`src/rtl/tone_pkg.sv`:
```
// tone_pkg: shared FSM states, note codes and octave-4 pitch table for the buzzer tone path
package tone_pkg;
  localparam int HP_W = 24;
  localparam logic [3:0] MAX_OCTAVE = 4'd8;
  typedef enum logic [1:0] {IDLE, GAP, PLAY} state_e;
  typedef enum logic [3:0] {REST, C, CS, D, DS, E, F, FS, G, GS, A, AS, B} note_e;
  localparam logic [HP_W-1:0] BASE_HP_OCT4 [12] = '{
    24'd191113, 24'd180386, 24'd170262, 24'd160706, 24'd151686, 24'd143173,
    24'd135139, 24'd127551, 24'd120395, 24'd113636, 24'd107259, 24'd101239
  };
  function automatic logic [HP_W-1:0] hp_of(input logic [3:0] note, input logic [3:0] octave);
    logic [HP_W-1:0] base;
    base = (note >= C && note <= B) ? BASE_HP_OCT4[note - 4'd1] : '0;
    return (octave > MAX_OCTAVE) ? '0 : (octave >= 4'd4) ? base >> (octave - 4'd4) : base << (4'd4 - octave);
  endfunction
endpackage

```
`src/rtl/pitch_lut.sv`:
```
// pitch_lut: registered note/octave to half-period lookup, zero for rests and invalid codes
module pitch_lut
  import tone_pkg::*;
(
  input  logic            clk,
  input  logic            rst_n,
  input  logic [3:0]      note,
  input  logic [3:0]      octave,
  output logic [HP_W-1:0] hp
);
  // register the shifted table entry so the shifter stays off the FSM path
  always_ff @(posedge clk or negedge rst_n)
    if (!rst_n) hp <= '0;
    else hp <= hp_of(note, octave);
endmodule

```
`src/rtl/note_tone_generator.sv`:
```
// note_tone_generator: square-wave buzzer driver with articulation gaps between score notes
module note_tone_generator
  import tone_pkg::*;
#(
  parameter int unsigned GAP_CYCLES  = 1000000,
  parameter int          SYNC_STAGES = 2
) (
  input  logic            clk,
  input  logic            rst_n,
  input  logic            en,
  input  logic [7:0]      note_pointer,
  input  logic [3:0]      cur_note,
  input  logic [3:0]      cur_octave,
  output logic            buzzer,
  output logic            tone_active,
  output logic [HP_W-1:0] half_period
);
  logic [16:0]     sync_q [SYNC_STAGES];
  logic [15:0]     tup_s, tup_p, acc;
  logic            en_s, accept, ptr_chg;
  logic [HP_W-1:0] lut_hp, tgt_hp, cur_tgt, cnt;
  logic [31:0]     gcnt;
  state_e          state;
  assign {en_s, tup_s} = sync_q[SYNC_STAGES-1];
  assign accept        = tup_s == tup_p && tup_s != acc;
  assign ptr_chg       = accept && tup_s[15:8] != acc[15:8];
  assign cur_tgt       = accept ? lut_hp : tgt_hp;
  assign tone_active   = state == PLAY;
  pitch_lut u_lut (
    .clk    (clk),
    .rst_n  (rst_n),
    .note   (tup_s[7:4]),
    .octave (tup_s[3:0]),
    .hp     (lut_hp)
  );
  // synchronise inputs and track the accepted tuple; this keeps running while disabled
  always_ff @(posedge clk or negedge rst_n)
    if (!rst_n) begin
      for (int i = 0; i < SYNC_STAGES; i++) sync_q[i] <= '0;
      tup_p  <= '0;
      acc    <= '0;
      tgt_hp <= '0;
    end else begin
      sync_q[0] <= {en, note_pointer, cur_note, cur_octave};
      for (int i = 1; i < SYNC_STAGES; i++) sync_q[i] <= sync_q[i-1];
      tup_p  <= tup_s;
      if (accept) acc <= tup_s;
      tgt_hp <= cur_tgt;
    end
  // tone FSM: pointer changes open a gap, pitch changes land only on toggle boundaries
  always_ff @(posedge clk or negedge rst_n)
    if (!rst_n) begin
      state       <= IDLE;
      buzzer      <= 1'b0;
      half_period <= '0;
      cnt         <= '0;
      gcnt        <= '0;
    end else if (!en_s || (ptr_chg && GAP_CYCLES != 0)) begin
      state       <= en_s ? GAP : IDLE;
      buzzer      <= 1'b0;
      half_period <= '0;
      cnt         <= '0;
      gcnt        <= '0;
    end else if (ptr_chg || state == IDLE || (state == GAP && gcnt == GAP_CYCLES - 1)) begin
      state       <= cur_tgt != '0 ? PLAY : IDLE;
      buzzer      <= cur_tgt != '0;
      half_period <= cur_tgt;
      cnt         <= '0;
      gcnt        <= '0;
    end else if (state == GAP) begin
      gcnt <= gcnt + 32'd1;
    end else if (cnt == half_period - HP_W'(1)) begin
      state       <= cur_tgt != '0 ? PLAY : IDLE;
      buzzer      <= cur_tgt != '0 && !buzzer;
      half_period <= cur_tgt;
      cnt         <= '0;
    end else begin
      cnt <= cnt + HP_W'(1);
    end
endmodule
```
`config.mk`:
```
export PLATFORM = sky130hd
export DESIGN_NAME = note_tone_generator
export DESIGN_NICKNAME = d
export VERILOG_FILES = /design/src/rtl/tone_pkg.sv /design/src/rtl/pitch_lut.sv /design/src/rtl/note_tone_generator.sv
export SDC_FILE = /design/constraint.sdc
export NUM_CORES = 1
export LEC_CHECK = 0
export ABC_AREA = 1
export CAP_MARGIN = 20
export CORE_ASPECT_RATIO = 0.6
export CORE_MARGIN = 4
export CORE_UTILIZATION = 37
export DETAILED_ROUTE_END_ITERATION = 6
export PLACE_DENSITY = 0.63
export SKIP_LAST_GASP = 1
export SLEW_MARGIN = 25
export SYNTH_ARGS = -nofsm -noshare
export SYNTH_HDL_FRONTEND = slang
export SYNTH_SLANG_ARGS = --single-unit
```
`constraint.sdc`:
```
create_clock -name clk -period 6.02 [get_ports clk]
set_clock_uncertainty 0.2 [all_clocks]
set_input_delay 0.602 -clock clk [delete_from_list [all_inputs] [get_ports clk]]
set_output_delay 0.602 -clock clk [all_outputs]
set_load 0.01 [all_outputs]
```
==> impl_metrics.env <==
export IMPL_ys_ff_latch=197
export IMPL_gr_usage_all_layers_pct=19.0
export IMPL_vias=10333
export IMPL_layout_drive_gt1_share_pct=5.63
export IMPL_end_kind="flop"
export IMPL_gr_usage_met2_pct=24.4
export IMPL_crit_reg2reg_launch="sync_q[1]"
export IMPL_cts_sinks=197
export IMPL_initial_core_util_pct=37.9
export IMPL_crit_required_ns=6.14
export IMPL_startpoint="sync_q[1]"
export IMPL_multi_input_area_mm2=0.00569
export IMPL_cp_cell_sequence="inv_6 -> nand2_1 -> nand2_1 -> nand2_1 -> nor2_2 -> nand2_2 -> nor2_8 -> nand2_1 -> nand3_2 -> inv_2 -> nand2_2 -> nand2_4 -> inv_2 -> o21ai_0"
export IMPL_cpMostUsedCell="nand2_1"
export IMPL_critPathLaunchType="flop"
export IMPL_cts_root_buf="clkbuf_16"
export IMPL_dieArea_mm2=0.0340
export IMPL_worst_pin_slew_ns=0.823
export IMPL_grtUsageMet3_pct=5.83
export IMPL_dp_hpwl_um=23500
export IMPL_area_growth_pct=11.7
export IMPL_synth_seq_area_share_pct=42.9
export IMPL_dieWidth_um=236
export IMPL_cts_buffers=17
export IMPL_syn_area_per_cell_um2=7.25
export IMPL_first_global_vias=9468
export IMPL_worst_path_max_fanout=30
export IMPL_routed_wl_um=31400
export IMPL_synth_edf_count=0
export IMPL_num_antenna_cells=0
export IMPL_hold_worst_slack_ns=0.143
export IMPL_place_congestion=1.13
export IMPL_io_pins=45
export IMPL_relSlewSlack_pct=45.1
export IMPL_synth_area_mm2=0.0115
export IMPL_hp_class="reg -> reg"
export IMPL_fin_ws_ns=2.01
export IMPL_top_usage_layer="met1"
export IMPL_grt_max_degree=148
export IMPL_grt_setup_unrepaired="false"
export IMPL_wl_per_cell_um=15.5
export IMPL_grt_antenna_before_repair=0
export IMPL_htreeDepth=4
export IMPL_fin_crit_sh_pct=66.7
export IMPL_powerDensity_mw_per_mm2=226
export IMPL_first_pass_iters=6
export IMPL_finalSetupViolCount=0
export IMPL_grt_first_pass_wirelength_um=51600
export IMPL_io_buffers=44
export IMPL_status="finished clean"
export IMPL_ys_warn_count=0
export IMPL_regArea_mm2=0.00493
export IMPL_clock_fmax_mhz=249
export IMPL_post_cts_setup_buffers=0
export IMPL_syn_nets=1617
export IMPL_layout_nets=1635
export IMPL_ys_types=47
export IMPL_arrival_ns=4.13
export IMPL_hold_viol=0
export IMPL_dpl_worst_slack_ns=2.04
export IMPL_detail_route_antenna_nets=0
export IMPL_insertion_delay_ns=0.46
export IMPL_slew_viol_final=0
export IMPL_grt_use_met1_pct=30.9
export IMPL_syn_inst=1584
export IMPL_rrSetupSlack_ns=2.01
export IMPL_peakVddDrop_v=0.000146
export IMPL_dieHeight_um=145
export IMPL_holdBufCountCts=1
export IMPL_gr_total_overflow=0
export IMPL_period_needed_ns=4.01
export IMPL_viasPerCell=5.11
export IMPL_cts_resized=0
export IMPL_p_leak_uw=0.00621
export IMPL_synth_top_flop_cell="dfrtp_1"
export IMPL_min_from="sync_q[21]"
export IMPL_crit_type="reg -> reg"
export IMPL_fill_cells=3086
export IMPL_path_clk_slew_ns=0.08
export IMPL_tritoncts="done"
export IMPL_max_clock_path_buffers=2
export IMPL_cpPeakStageDelay_ns=0.66
export IMPL_drt_iter0_drc=1222
export IMPL_maxCapViolCount=0
export IMPL_fin_setup_tns_ns=0
export IMPL_crit_path_top_delay_cell="dfrtp_1"
export IMPL_synth_async_reset_ratio_pct=100
export IMPL_drc=0
export IMPL_core_area_mm2=0.0303
export IMPL_p_total_uw=2900
export IMPL_fp_row_count=49
critical path, delay by kind of cell (launching register included):
kind	cells	cell delay [ns]
and+or+nand+nor	10	1.97
buffers and inverters	3	0.87
DFF	1	0.66
AOI/OAI and AO/OA	1	0.14
through the flow:
step	area (um^2)	instances	utilization, %
after floorplan	11500	1584	-
after global placement	12200	1990	40.4
after CTS	12800	2023	42.4
after global routing	12800	2023	42.4
after detailed placement	12200	1990	40.4
final	12800	2023	42.4
state kept, by name (all words and copies together) (netlist names):
name         count
buzzer           1
gcnt            32
sync_q          33
acc             16
cnt             24
half_period     24
u_lut.hp        24
state            2
tgt_hp          24
en_s             1
tup_p           16
kinds of logic after synthesis:
family	count (synthesis)	synth area share, %
buffers and inverters	212	7.64
and+or+nand+nor	973	36.8
AOI/OAI and AO/OA	113	5.46
xor gates and xnor gates	75	5.72
adders and majority gates	14	1.52
DFF	197	42.9
per-layer routing:
metal,part of all wire (%),vias to the layer above
li1,-,5076
met1,53,4859
met4,0.72,0
met3,9.5,27
met5,0,-
met2,37,371
cells in the mapped netlist (2+ instances only):
library cell | n | area (um^2)
a21boi_0 | 3 | 22.5
a21oi_1 | 15 | 75.1
and2_1 | 2 | 12.5
buf_1 | 4 | 15.0
buf_2 | 17 | 85.1
buf_4 | 3 | 22.5
buf_6 | 6 | 67.6
clkbuf_1 | 24 | 90.1
clkinv_1 | 2 | 7.51
dfrtp_1 | 197 | 4930
ha_1 | 14 | 175
inv_1 | 147 | 552
inv_2 | 8 | 30.0
nand2_1 | 491 | 1840
nand2_2 | 17 | 106
nand3_1 | 217 | 1090
nand3_2 | 3 | 30.0
nand3b_1 | 4 | 30.0
nand4_1 | 17 | 106
nor2_1 | 163 | 612
nor2_2 | 7 | 43.8
nor2_4 | 3 | 33.8
nor2_8 | 2 | 40.0
nor3_1 | 29 | 145
nor3_2 | 2 | 20.0
nor3b_1 | 3 | 22.5
nor4_1 | 6 | 37.5
o211ai_1 | 6 | 45.0
o21a_1 | 3 | 22.5
o21ai_0 | 62 | 310
o21ai_1 | 12 | 60.1
o22ai_1 | 5 | 31.3
or2_2 | 3 | 18.8
xnor2_1 | 27 | 236
xor2_1 | 48 | 420
layout make-up:
cell class / instances / share of cell area, %
Clock buffer: 18 / 3.42
Clock inverter: 14 / 1.14
Inverter: 158 / 4.66
Multi-Input combinational cell: 1175 / 44.3
Sequential cell: 197 / 38.4
Tap cell: 408 / 3.98
Timing Repair Buffer: 53 / 4.10
cells in the final DEF, fill, tap and decap left out, drive strengths merged, types with 14 or more instances in the layout:
master,Yosys,layout
clkbuf,24,19
nand3,220,220
clkdlybuf4s50,0,43
nor2,175,175
nand2,509,509
nor3,31,31
ha,14,14
xor2,48,48
o21ai,75,75
nand4,17,17
inv,156,160
dfrtp,197,197
a21oi,15,15
xnor2,27,27
report_power, final:
group	total [uW]	internal (uW)	switching (uW)
Clock	1160	595	563
Sequential	1370	1350	19.1
Combinational	373	108	265
final timing paths:
kind	endpoint	cells after the start
worst max-delay path	half_period[5]	14
worst min-delay path	sync_q[4]	0
worst max register to register	half_period[5]	14
worst min register to register	sync_q[4]	0
max in group asynchronous	half_period[18]	3
min in group asynchronous	tup_p[5]	2
(Power assumes the default switching activity.)
